--- config.mk ---
export PLATFORM = sky130hd
export DESIGN_NAME = resampler_drain
export DESIGN_NICKNAME = d
export VERILOG_FILES = /design/src/rtl/resampler_pkg.sv /design/src/rtl/drain_timeout.sv /design/src/rtl/resampler_drain.sv
export SDC_FILE = /design/constraint.sdc
export NUM_CORES = 1
export LEC_CHECK = 0
export ABC_AREA = 1
export ABC_CLOCK_PERIOD_IN_PS = 2400
export CORE_ASPECT_RATIO = 0.8
export CORE_MARGIN = 2
export CORE_UTILIZATION = 25
export CTS_CLUSTER_SIZE = 12
export DETAILED_ROUTE_END_ITERATION = 10
export PLACE_DENSITY = 0.44
export SLEW_MARGIN = 20
export SYNTH_ARGS = -nofsm -noshare
export SYNTH_HDL_FRONTEND = slang
export SYNTH_SLANG_ARGS = --single-unit
--- constraint.sdc ---
create_clock -name clk -period 2.4 [get_ports clk]
set_input_delay 0.48 -clock clk [delete_from_list [all_inputs] [get_ports clk]]
set_output_delay 0.48 -clock clk [all_outputs]
set_load 0.05 [all_outputs]
--- src/rtl/resampler_pkg.sv ---
// Shared definitions for the resampler output side.
// Sample width, drain FSM states and channel slicing helper.
package resampler_pkg;

  localparam int SAMPLE_W = 24;

  typedef enum logic [1:0] {
    IDLE  = 2'd0,
    ISSUE = 2'd1,
    WAIT  = 2'd2
  } state_e;

  function automatic int ch_lo(input int k);
    return k * SAMPLE_W;
  endfunction

endpackage

--- src/rtl/drain_timeout.sv ---
// Loadable WAIT-cycle counter for the drain FSM.
// Clear wins over load, load wins over count; tc_o flags TC_VAL.
module drain_timeout #(
  parameter int             W      = 10,
  parameter logic [W-1:0]   TC_VAL = '1
) (
  input  logic         clk,
  input  logic         rst_n,
  input  logic         clr_i,
  input  logic         load_i,
  input  logic [W-1:0] load_val_i,
  input  logic         en_i,
  output logic         tc_o
);

  logic [W-1:0] cnt_q, cnt_d;

  always_comb begin
    cnt_d = cnt_q;
    unique case (1'b1)
      clr_i:   cnt_d = '0;
      load_i:  cnt_d = load_val_i;
      en_i:    cnt_d = cnt_q + W'(1);
      default: cnt_d = cnt_q;
    endcase
  end

  always_ff @(posedge clk or negedge rst_n) begin
    if (!rst_n) cnt_q <= '0;
    else        cnt_q <= cnt_d;
  end

  assign tc_o = (cnt_q == TC_VAL);

endmodule

--- src/rtl/resampler_drain.sv ---
// Per-tick multichannel sample collector with timeout publish.
// RESAMPLER_DRAIN_HOLD_LAST_EN: missing channels hold last value.
module resampler_drain
  import resampler_pkg::*;
#(
  parameter int NUM_CH       = 8,
  parameter int NUM_CH_LOG2  = 3,
  parameter int TIMEOUT      = 1024,
  parameter int TIMEOUT_LOG2 = 10
) (
  input  logic                       clk,
  input  logic                       rst_n,
  input  logic                       tick_i,
  output logic [NUM_CH-1:0]          pop_o,
  input  logic [SAMPLE_W-1:0]        data_i,
  input  logic [NUM_CH-1:0]          ack_i,
  output logic [NUM_CH*SAMPLE_W-1:0] frame_o,
  output logic                       frame_valid_o,
  output logic [NUM_CH-1:0]          missing_o,
  output logic                       underrun_o,
  output logic                       overrun_o,
  output logic                       busy_o
);

  localparam int FW = NUM_CH * SAMPLE_W;
  localparam logic [TIMEOUT_LOG2-1:0] TC =
    TIMEOUT_LOG2'(TIMEOUT - 1);

  if ((1 << NUM_CH_LOG2) < NUM_CH) begin : g_bad_ch_log2
    $error("NUM_CH_LOG2 too small for NUM_CH");
  end
  if (TIMEOUT < 2) begin : g_bad_timeout
    $error("TIMEOUT must be at least 2");
  end

  state_e            state_q, state_d;
  logic [NUM_CH-1:0] pending_q, pending_d;
  logic [FW-1:0]     shadow_q, shadow_d;
  logic [FW-1:0]     frame_q, frame_d;
  logic [NUM_CH-1:0] missing_q, missing_d;
  logic [NUM_CH-1:0] pop_q, pop_d;
  logic              fv_q, fv_d;
  logic              underrun_q, underrun_d;
  logic              overrun_q, overrun_d;
  logic              busy_q, busy_d;

  logic              in_wait;
  logic              tc;
  logic              publish;
  logic [NUM_CH-1:0] cap;
  logic [NUM_CH-1:0] miss;

  assign in_wait = (state_q == WAIT);
  assign cap     = pending_q & ack_i;
  assign miss    = pending_q & ~ack_i;
  assign publish = in_wait && ((miss == '0) || tc);

  drain_timeout #(
    .W      (TIMEOUT_LOG2),
    .TC_VAL (TC)
  ) u_timeout (
    .clk        (clk),
    .rst_n      (rst_n),
    .clr_i      (state_q == ISSUE),
    .load_i     (1'b0),
    .load_val_i ('0),
    .en_i       (in_wait),
    .tc_o       (tc)
  );

  always_ff @(posedge clk or negedge rst_n) begin
    if (!rst_n) state_q <= IDLE;
    else        state_q <= state_d;
  end

  always_comb begin
    state_d = state_q;
    unique case (state_q)
      IDLE:    if (tick_i) state_d = ISSUE;
      ISSUE:   state_d = WAIT;
      WAIT:    if (publish) state_d = IDLE;
      default: state_d = IDLE;
    endcase
  end

  always_comb begin
    pending_d = pending_q;
    shadow_d  = shadow_q;
    if (state_q == ISSUE) pending_d = '1;
    if (in_wait) begin
      for (int k = 0; k < NUM_CH; k++) begin
        if (cap[k]) shadow_d[ch_lo(k) +: SAMPLE_W] = data_i;
      end
      pending_d = miss;
      if (publish) begin
        pending_d = '0;
`ifndef RESAMPLER_DRAIN_HOLD_LAST_EN
        // Mute concealment: absent channels publish as silence
        for (int k = 0; k < NUM_CH; k++) begin
          if (miss[k]) shadow_d[ch_lo(k) +: SAMPLE_W] = '0;
        end
`endif
      end
    end
  end

  always_comb begin
    pop_d      = {NUM_CH{state_d == ISSUE}};
    busy_d     = (state_d != IDLE);
    fv_d       = publish;
    frame_d    = publish ? shadow_d : frame_q;
    missing_d  = publish ? miss : missing_q;
    underrun_d = publish && (miss != '0);
    overrun_d  = tick_i && (state_q != IDLE);
  end

  always_ff @(posedge clk or negedge rst_n) begin
    if (!rst_n) begin
      pending_q  <= '0;
      shadow_q   <= '0;
      frame_q    <= '0;
      missing_q  <= '0;
      pop_q      <= '0;
      fv_q       <= 1'b0;
      underrun_q <= 1'b0;
      overrun_q  <= 1'b0;
      busy_q     <= 1'b0;
    end else begin
      pending_q  <= pending_d;
      shadow_q   <= shadow_d;
      frame_q    <= frame_d;
      missing_q  <= missing_d;
      pop_q      <= pop_d;
      fv_q       <= fv_d;
      underrun_q <= underrun_d;
      overrun_q  <= overrun_d;
      busy_q     <= busy_d;
    end
  end

  assign pop_o         = pop_q;
  assign frame_o       = frame_q;
  assign frame_valid_o = fv_q;
  assign missing_o     = missing_q;
  assign underrun_o    = underrun_q;
  assign overrun_o     = overrun_q;
  assign busy_o        = busy_q;

endmodule

== Word-level counts from Yosys, hierarchy flattened ==
Cells that the tools add are included.
Word-level totals
  register bits after elaboration: 417
  bits of input ports: 35
  output and inout port bits: 212
Cells by class
  $add $sub $neg: 1
  equality and inequality tests: 4
  mux-type cells: 25
  bitwise gates (word level): 3
  reductions and logical operators: 10
Operator list (count)
  $mux W192: 2
  $mux W24: 16
  $mux W8: 3
  $pmux W10 S2: 1
  $and A8 B8 Y8: 2
  $add A10 B1 Y10 const B: 1
  $eq A10 B10 Y1 const B: 1
  $logic_not A8 Y1: 1
  $not A8 Y8: 1
  $reduce_bool A8 Y1: 1
  $pmux W2 S3: 1
  $reduce_bool A2 Y1: 3
  $eq A2 B1 Y1 const B: 2
  $mux W2: 2
  $logic_and A1 B1 Y1: 3
  $eq A2 B2 Y1 const B: 1
  $logic_not A2 Y1: 1
  $logic_or A1 B1 Y1: 1

== Logic depth before layout (Yosys ltp) ==
Gate-level depths: netlist (run 1).
  word-level depth: 8
  gate-level depth with buffers: 12
  depth with buffers taken out: 11

== Modules after synthesis ==
From an unflattened synthesis (run 1), not the netlist that was laid out.
Unflattened totals
  cell total of the unflattened synthesis: 2548
  area, all modules: 21294.2 um2
Modules (own cells, without submodules)
  resampler_drain: times used 1, cells each 2451, area each 20628.5 um2, seq. area each 10184.8 um2
  drain_timeout: times used 1, cells each 97, area each 665.6 um2, seq. area each 250.2 um2

== Worst setup path before layout (run 1) ==
OpenSTA, ideal clock, no wires.
  path type: register to register
  from: register state_q[0]
  to: register shadow_q[115]
  library setup time: 112 ps
  arrival time: 1762 ps
  required time: 2288 ps
  setup slack: 526 ps
  cell stages (with the launch flop): 11
  path buffers: 3
  cells stage by stage: dfrtp_1 inv_1 ha_1 buf_2 buf_2 nand3_1 buf_2 mux2i_1 inv_1 nand2_1 inv_2
On the way
  word-level cells in the longest chain between the ends: 4
RTL lines
  start, declared: RTL line resampler_drain.sv:36  | state_e state_q, state_d;
  start signal, assigned: RTL line resampler_drain.sv:73  | else state_q <= state_d;
  $eq A2 B2 Y1 *: RTL line resampler_drain.sv:53  | assign in_wait = (state_q == WAIT);
  $logic_and A1 B1 Y1: RTL line resampler_drain.sv:56  | assign publish = in_wait && ((miss == '0) || tc);
  $mux W192: RTL line resampler_drain.sv:95  | if (publish) begin
  $mux W192 *: RTL line resampler_drain.sv:90  | if (in_wait) begin
  net shadow_d[115]: RTL line resampler_drain.sv:38  | logic [FW-1:0] shadow_q, shadow_d;
  end signal, assigned: RTL line resampler_drain.sv:130  | shadow_q <= shadow_d;
  end, declared: RTL line resampler_drain.sv:38
Mark *: on every way through the listed nets, which the timed path passes. The rest lies on a longest branch.
A chain may end at the register's enable or synchronous reset.

== Worst setup path after layout (run 1) ==
  from: register frame_q[111], in the netlist frame_o[111]
  to: output frame_o[111]
RTL lines
  start, declared: RTL line resampler_drain.sv:39  | logic [FW-1:0] frame_q, frame_d;
  start signal, assigned: RTL line resampler_drain.sv:131  | frame_q <= frame_d;
  end, declared: RTL line resampler_drain.sv:17  | output logic [NUM_CH*SAMPLE_W-1:0] frame_o,
No word-level cell between the ends.

==> impl_metrics.prom, run 1 <==
# TYPE chip_impl_metric gauge
chip_impl_info{name="run_status",value="completed"} 1
chip_impl_metric{name="layout.cell_area.non_filler",unit="µm²"} 26300
chip_impl_info{name="cts-root-buf",value="sky130_fd_sc_hd__clkbuf_16"} 1
chip_impl_metric{name="grt_usage",unit=""} 0.161
chip_impl_metric{name="routedWlPerCell",unit="µm"} 17.4
chip_impl_metric{name="die_w",unit="µm"} 323
chip_impl_metric{name="cellLeakagePower",unit="nW"} 14.5
chip_impl_metric{name="start_util",unit=""} 0.253
chip_impl_metric{name="post_layout_nonfiller_instances",unit=""} 3858
chip_impl_metric{name="floorplan.io_pins",unit=""} 247
chip_impl_metric{name="grt_pass1_wl",unit="mm"} 103
chip_impl_metric{name="synthesis.area",unit="µm²"} 20400
chip_impl_info{name="start_kind",value="register"} 1
chip_impl_metric{name="clk_path_buf_depth",unit=""} 3
chip_impl_metric{name="synth.distinct_cells",unit=""} 27
chip_impl_metric{name="antenna_found_initial",unit=""} 5
chip_impl_info{name="critical_path.slowest_cell",value="sky130_fd_sc_hd__clkdlybuf4s50_1"} 1
chip_impl_metric{name="design.core.area",unit="µm²"} 80600
chip_impl_metric{name="num_rows",unit=""} 93
chip_impl_metric{name="cts_max_level",unit=""} 2
chip_impl_metric{name="placement.io_buffers",unit=""} 246
chip_impl_metric{name="drive_above_1_share",unit=""} 0.0807
chip_impl_metric{name="clock-sinks",unit=""} 417
chip_impl_metric{name="die_area",unit="µm²"} 83800
chip_impl_metric{name="syn-instance-count",unit=""} 2497
chip_impl_metric{name="max_cap_violations",unit=""} 0
chip_impl_info{name="hold_path_class",value="primary input to asynchronous set/reset pin"} 1
chip_impl_metric{name="cp.required",unit="ns"} 1.92
chip_impl_metric{name="finalClockSkew",unit="ns"} 0.0285
chip_impl_metric{name="avgSynthCellArea",unit="µm²"} 8.16
chip_impl_metric{name="dr.first_iter.drc_count",unit=""} 1039
chip_impl_metric{name="max-vdd-ir-drop",unit="µV"} 544
chip_impl_metric{name="place_area",unit="µm²"} 24700
chip_impl_metric{name="clock_latency_at_the_later_pin_of_the_worst_skew_pair",unit="ns"} 0.60
chip_impl_metric{name="num-nets-final",unit=""} 2767
chip_impl_metric{name="slew_margin_rel",unit=""} 0.585
chip_impl_metric{name="postLayoutCoreUtil",unit=""} 0.326
chip_impl_metric{name="cp_slowest_stage_delay",unit="ns"} 0.85
chip_impl_metric{name="vias",unit=""} 16224
chip_impl_metric{name="grt_remaining_overflow",unit=""} 0
chip_impl_metric{name="ys_warn_count",unit=""} 0
chip_impl_info{name="rsz_0062_raised_after_global_routing",value="no"} 1
chip_impl_metric{name="grt_max_degree",unit=""} 79
chip_impl_info{name="critPathTopFamily",value="buffers and inverters"} 1
chip_impl_info{name="r2r-end",value="shadow_q[81]"} 1
chip_impl_metric{name="cp_num_buf_inv",unit=""} 1
chip_impl_metric{name="grt_pass1_vias",unit=""} 16609
chip_impl_info{name="mostFrequentLayoutCells",value="sky130_fd_sc_hd__nand2_1, sky130_fd_sc_hd__inv_1, sky130_fd_sc_hd__dfrtp_1"} 1
chip_impl_metric{name="floorplan.die.height",unit="µm"} 259
chip_impl_metric{name="r2r_cells",unit=""} 10
chip_impl_metric{name="data_arrival_time_at_the_worst_slack_endpoint",unit="ns"} 1.87
chip_impl_metric{name="postRouteWirelength",unit="mm"} 67.1
chip_impl_metric{name="synth_nets",unit=""} 2537
chip_impl_metric{name="setup_viol_count_final",unit=""} 0
chip_impl_info{name="layout_commonest_cell",value="sky130_fd_sc_hd__nand2_1"} 1
chip_impl_info{name="r2r_start",value="u_timeout.cnt_q[0]"} 1
chip_impl_metric{name="synthToLayoutAreaGrowth",unit="%"} 29.2
chip_impl_metric{name="synth.yosys.seq_area_share",unit=""} 0.512
chip_impl_metric{name="antenna_left",unit=""} 0
chip_impl_metric{name="fin_crit_sh",unit=""} 0.980
chip_impl_info{name="worstPathCellList",value="clkdlybuf4s50_1"} 1
chip_impl_metric{name="clkSlewWorstSetupHoldPaths",unit="ns"} 0.06
chip_impl_metric{name="finalMaxSlewViolations",unit=""} 0
chip_impl_metric{name="ys_seq_elements",unit=""} 417
chip_impl_metric{name="worst-slew-pin-transition",unit="ns"} 0.622
chip_impl_metric{name="power.density_cell_area",unit="nW/µm²"} 1100
chip_impl_metric{name="clock.fmax",unit="MHz"} 425
chip_impl_info{name="cts_tree",value="done"} 1
chip_impl_metric{name="tritoncts.num_buffers",unit=""} 49
chip_impl_metric{name="whs",unit="ns"} 0.463
chip_impl_metric{name="r2r_setup_slack",unit="ns"} 0.34
chip_impl_metric{name="place_congestion",unit=""} 0.787
chip_impl_info{name="path_class",value="register to primary output"} 1
chip_impl_metric{name="report.power.total",unit="mW"} 29.0
chip_impl_metric{name="crit_fanout",unit=""} 2
chip_impl_metric{name="routed_via_density",unit=""} 4.21
chip_impl_metric{name="endpoints_failing_hold",unit=""} 0
chip_impl_metric{name="dpl.cell_count",unit=""} 3767
chip_impl_info{name="crit_path_end_kind",value="primary output"} 1
chip_impl_metric{name="hpwl",unit="mm"} 47.3
chip_impl_metric{name="drt_drc_violations_left",unit=""} 0
chip_impl_metric{name="min_period",unit="ns"} 2.35
chip_impl_metric{name="firstDrtPassIters",unit=""} 5
repair_timing:
action / CTS / global route
pin swaps: 0 / 0
setup endpoints to repair: 13 / 3
hold endpoints to repair: 45 / 0
gates resized for setup: 12 / 3
hold buffers: 1 / 0
setup buffers: 0 / 0
cell usage after synthesis, drive strengths merged:
cell | instances | area share
a21oi | 5 | 0.0012
a22o | 1 | 0.00043
buf | 73 | 0.020
clkbuf | 92 | 0.017
dfrtp | 417 | 0.51
ha | 5 | 0.0031
inv | 436 | 0.081
mux2i | 192 | 0.094
nand2 | 826 | 0.15
nand3 | 21 | 0.010
nand3b | 1 | 0.00037
nand4 | 3 | 0.00092
nor2 | 15 | 0.0028
nor3 | 3 | 0.00074
o21a | 10 | 0.0037
o21ai | 394 | 0.097
o21bai | 1 | 0.00037
xor2 | 2 | 0.00086
layout make-up:
type | count | area (µm²)
tap | 1092 | 1370
clock buffer | 78 | 1530
clock inverter | 11 | 139
multi-input combinational | 1479 | 7580
antenna | 1 | 2.50
timing repair buffer | 344 | 3630
inverter | 436 | 1640
fill | 8453 | 54300
sequential | 417 | 10400
how the worst max path moves through the flow:
stage | startpoint | end | slack, ns | cells past startpoint
6_report | frame_o[111] | frame_o[111] | 0.05 | 1
5_1_grt | frame_o[99] | frame_o[99] | 0.003 | 1
4_1_cts | frame_o[0] | frame_o[0] | 0.0002 | 1
3_5_place_dp | ack_i[6] | shadow_q[81] | -0.05 | 12
3_3_place_gp | ack_i[2] | shadow_q[91] | -0.03 | 12
2_1_floorplan | state_q[0] | shadow_q[115] | 0.53 | 10
worst register-to-register path, cell delays in order, from the launching register on:
cell and delay (ns):
sky130_fd_sc_hd__dfrtp_1 0.41, sky130_fd_sc_hd__ha_1 0.19, sky130_fd_sc_hd__nand2_1 0.07, sky130_fd_sc_hd__nor2_1 0.09, sky130_fd_sc_hd__nand3b_1 0.24, sky130_fd_sc_hd__nand2_4 0.19
sky130_fd_sc_hd__nand2_8 0.11, sky130_fd_sc_hd__inv_8 0.16, sky130_fd_sc_hd__nand3_4 0.30, sky130_fd_sc_hd__nand2_1 0.16, sky130_fd_sc_hd__inv_1 0.04
stage by stage:
| step | setup slack, ns | TNS (ns) |
|---|---|---|
| final | 0.0469 | 0 |
| after global routing | 0.00319 | 0 |
| after CTS | 0.000217 | 0 |
| after detailed placement | -0.0525 | -0.905 |
| after global placement | -0.0299 | -0.476 |
| after floorplan | 0.526 | 0 |
layer usage:
| metal | wire length [µm] | vias up | GRT usage |
|---|---|---|---|
| li1 | - | 8122 | - |
| met1 | 31100 | 7707 | 0.216 |
| met2 | 31600 | 307 | 0.268 |
| met3 | 3180 | 84 | 0.0314 |
| met4 | 1230 | 4 | 0.0350 |
| met5 | 29 | - | 0 |
power breakdown:
| group | switching (mW) | internal [mW] | total, mW |
|---|---|---|---|
| clock | 3.06 | 4.66 | 7.73 |
| sequential | 1.32 | 9.22 | 10.5 |
| combinational | 6.79 | 3.98 | 10.8 |
sequential cells by signal (all words and copies together), names as in the netlist, 2 cells and up:
signal	cells
frame_o	192
shadow_q	192
u_timeout.cnt_q	10
missing_o	8
pending_q	8
state_q	2
cells by family after synthesis:
kind of cell               Yosys count  synth area share
buffers and inverters              601             0.118
adders and majority gates            5           0.00307
xor gates and xnor gates             2          0.000860
and+or+nand+nor                    869             0.169
muxes                              192            0.0943
DFF                                417             0.512
AOI/OAI and AO/OA                  411             0.102
No activity file was read; power rests on OpenSTA's default activity.
==> inputs of run 2 (changes only) <==
Settings changed: CORE_UTILIZATION 25 to 55, PLACE_DENSITY 0.44 to 0.81.
==> impl_metrics.prom, run 2 (synthesized netlist as in run 1, its figures left out) <==
# TYPE chip_impl_metric gauge
chip_impl_info{name="worstPathCellList",value="clkdlybuf4s50_1"} 1
chip_impl_metric{name="dr.first_iter.drc_count",unit=""} 1499
chip_impl_info{name="cts_tree",value="done"} 1
chip_impl_metric{name="slew_margin_rel",unit=""} 0.524
chip_impl_metric{name="start_util",unit=""} 0.553
chip_impl_metric{name="tritoncts.num_buffers",unit=""} 43
chip_impl_metric{name="finalMaxSlewViolations",unit=""} 0
chip_impl_metric{name="power.density_cell_area",unit="nW/µm²"} 1100
chip_impl_info{name="r2r_start",value="u_timeout.cnt_q[0]"} 1
chip_impl_info{name="rsz_0062_raised_after_global_routing",value="no"} 1
chip_impl_metric{name="cp.required",unit="ns"} 1.92
chip_impl_metric{name="drive_above_1_share",unit=""} 0.0700
chip_impl_metric{name="setup_tns",unit="ns"} 0
chip_impl_metric{name="vias",unit=""} 17072
chip_impl_metric{name="grt_pass1_wl",unit="mm"} 89.1
chip_impl_metric{name="drt_drc_violations_left",unit=""} 0
chip_impl_metric{name="clk_path_buf_depth",unit=""} 3
chip_impl_metric{name="design.core.area",unit="µm²"} 36800
chip_impl_metric{name="cp_num_buf_inv",unit=""} 1
chip_impl_metric{name="clkSlewWorstSetupHoldPaths",unit="ns"} 0.06
chip_impl_metric{name="die_area",unit="µm²"} 38600
chip_impl_metric{name="firstDrtPassIters",unit=""} 5
chip_impl_metric{name="routed_via_density",unit=""} 5.28
chip_impl_metric{name="max_cap_violations",unit=""} 0
chip_impl_metric{name="clock-sinks",unit=""} 417
chip_impl_metric{name="grt_usage",unit=""} 0.293
chip_impl_metric{name="place_congestion",unit=""} 0.860
chip_impl_metric{name="fin_crit_sh",unit=""} 0.976
chip_impl_info{name="highest-signal-layer",value="met4"} 1
chip_impl_metric{name="floorplan.io_pins",unit=""} 247
chip_impl_metric{name="r2r_cells",unit=""} 8
chip_impl_metric{name="synthToLayoutAreaGrowth",unit="%"} 23.4
chip_impl_metric{name="grt_max_degree",unit=""} 76
chip_impl_metric{name="cellLeakagePower",unit="nW"} 14.2
chip_impl_metric{name="endpoints_failing_hold",unit=""} 0
chip_impl_info{name="mostFrequentLayoutCells",value="sky130_fd_sc_hd__nand2_1, sky130_fd_sc_hd__inv_1, sky130_fd_sc_hd__dfrtp_1"} 1
chip_impl_info{name="crit_path_end_kind",value="primary output"} 1
chip_impl_metric{name="finalClockSkew",unit="ns"} 0.0192
chip_impl_metric{name="die_w",unit="µm"} 219
chip_impl_metric{name="routedLengthMet1",unit="mm"} 24.5
chip_impl_info{name="end_of_the_critical_path",value="frame_o[48]"} 1
chip_impl_metric{name="cts_setup_buffers",unit=""} 0
chip_impl_metric{name="antenna_found_initial",unit=""} 3
chip_impl_metric{name="data_arrival_time_at_the_worst_slack_endpoint",unit="ns"} 1.86
chip_impl_info{name="run_status",value="completed"} 1
chip_impl_metric{name="min_delay_path_depth",unit=""} 2
chip_impl_metric{name="hpwl",unit="mm"} 38.4
chip_impl_metric{name="timing.critical_path.depth",unit=""} 1
chip_impl_info{name="r2r-end",value="frame_o[15]"} 1
chip_impl_metric{name="layout.cell_area.non_filler",unit="µm²"} 25100
chip_impl_info{name="critPathLaunch",value="frame_o[48]"} 1
chip_impl_metric{name="cts_max_level",unit=""} 2
chip_impl_metric{name="clock.fmax",unit="MHz"} 427
chip_impl_info{name="critPathTopFamily",value="buffers and inverters"} 1
chip_impl_metric{name="postLayoutCoreUtil",unit=""} 0.683
chip_impl_metric{name="postRouteWirelength",unit="mm"} 56.0
chip_impl_metric{name="crit_fanout",unit=""} 2
chip_impl_info{name="start_kind",value="register"} 1
chip_impl_metric{name="placement.io_buffers",unit=""} 246
chip_impl_metric{name="met2_length",unit="mm"} 24.9
chip_impl_info{name="cts-root-buf",value="sky130_fd_sc_hd__clkbuf_16"} 1
chip_impl_metric{name="floorplan.die.height",unit="µm"} 176
chip_impl_metric{name="clock_latency_at_the_later_pin_of_the_worst_skew_pair",unit="ns"} 0.55
chip_impl_info{name="path_class",value="register to primary output"} 1
chip_impl_metric{name="worst-slew-pin-transition",unit="ns"} 0.714
chip_impl_metric{name="max-vdd-ir-drop",unit="µV"} 691
chip_impl_info{name="critical_path.slowest_cell",value="sky130_fd_sc_hd__clkdlybuf4s50_1"} 1
chip_impl_info{name="layout_commonest_cell",value="sky130_fd_sc_hd__nand2_1"} 1
chip_impl_metric{name="grt_pass1_vias",unit=""} 16761
chip_impl_metric{name="num_rows",unit=""} 63
chip_impl_metric{name="route.met3.wl",unit="mm"} 5.08
chip_impl_metric{name="setup_viol_count_final",unit=""} 0
chip_impl_metric{name="place_area",unit="µm²"} 23800
chip_impl_metric{name="n_fill_cell",unit=""} 2856
chip_impl_metric{name="min_period",unit="ns"} 2.34
chip_impl_metric{name="grt_remaining_overflow",unit=""} 0
chip_impl_metric{name="antenna_left",unit=""} 0
chip_impl_metric{name="routedWlPerCell",unit="µm"} 17.3
chip_impl_info{name="hold_path_class",value="register to register"} 1
chip_impl_metric{name="cp_slowest_stage_delay",unit="ns"} 0.92
chip_impl_metric{name="num-nets-final",unit=""} 2759
chip_impl_metric{name="r2r_setup_slack",unit="ns"} 0.33
[run 2: cell types whose count changed in the layout (fill, tap and decap cells not counted), moves of 3 or more]
cell | previous run | this run
sky130_fd_sc_hd__dlygate4sd2_1 | 12 | 0
sky130_fd_sc_hd__nand3_1 | 5 | 13
sky130_fd_sc_hd__clkbuf_16 | 51 | 43
sky130_fd_sc_hd__clkbuf_8 | 15 | 9
sky130_fd_sc_hd__clkdlybuf4s50_1 | 228 | 243
sky130_fd_sc_hd__nand3_2 | 8 | 0
sky130_fd_sc_hd__clkinv_2 | 5 | 2
[run 2: timing repair]
action,in CTS,in global routing
gates resized for setup,0,2
hold buffers,1,0
endpoints found under the setup margin,0,4
hold endpoints to repair,59,0
[run 2: through the flow]
step                hold slack, ns  worst slack, ns  power [mW]  std cells
floorplan                    0.184            0.526        18.0       2497
global placement             0.468          -0.0678        20.7       3160
detailed placement           0.470           -0.121        21.2       3160
CTS                          0.486           0.0233        27.7       3230
global route                 0.513          0.00368        29.5       3232
finish                       0.482           0.0568        27.8       3232
[run 2: how the worst min path moves through the flow]
stage | slack (ns) | start | endpoint
after floorplan | 0.18 | rst_n | busy_o
after detailed placement | 0.47 | missing_o[3] | missing_o[3]
after global routing | 0.51 | frame_o[72] | frame_o[72]
final | 0.48 | frame_o[58] | frame_o[58]
after CTS | 0.49 | missing_o[3] | missing_o[3]
after global placement | 0.47 | frame_o[74] | frame_o[74]
[run 2: area by class of cell]
cell class | instances | area [µm²] | area share
Timing Repair Buffer | 342 | 3610 | 0.143
Multi-Input combinational cell | 1479 | 7540 | 0.300
Inverter | 436 | 1640 | 0.0654
Sequential cell | 417 | 10400 | 0.415
Antenna cell | 2 | 5.00 | 0.000199
Clock buffer | 63 | 1240 | 0.0494
Tap cell | 487 | 609 | 0.0242
Clock inverter | 6 | 66.3 | 0.00264
[run 2: routing by layer]
metal,up-vias,GRT usage
met4,0,0.0966
li1,8095,-
met5,-,0
met2,713,0.449
met1,8141,0.424
met3,123,0.0556
[run 2: report_power, final]
group	switching, mW	total (mW)	leakage (nW)	internal, mW
clock network	2.72	6.38	0.643	3.66
registers	1.35	10.6	5.37	9.22
logic	6.82	10.8	8.22	3.98
[run 2: tightest hold or removal path: cells and delay by family (launching register included)]
kind	cells	cell delay, ns
AOI/OAI and AO/OA	1	0.06
DFF	1	0.34
and+or+nand+nor	1	0.05
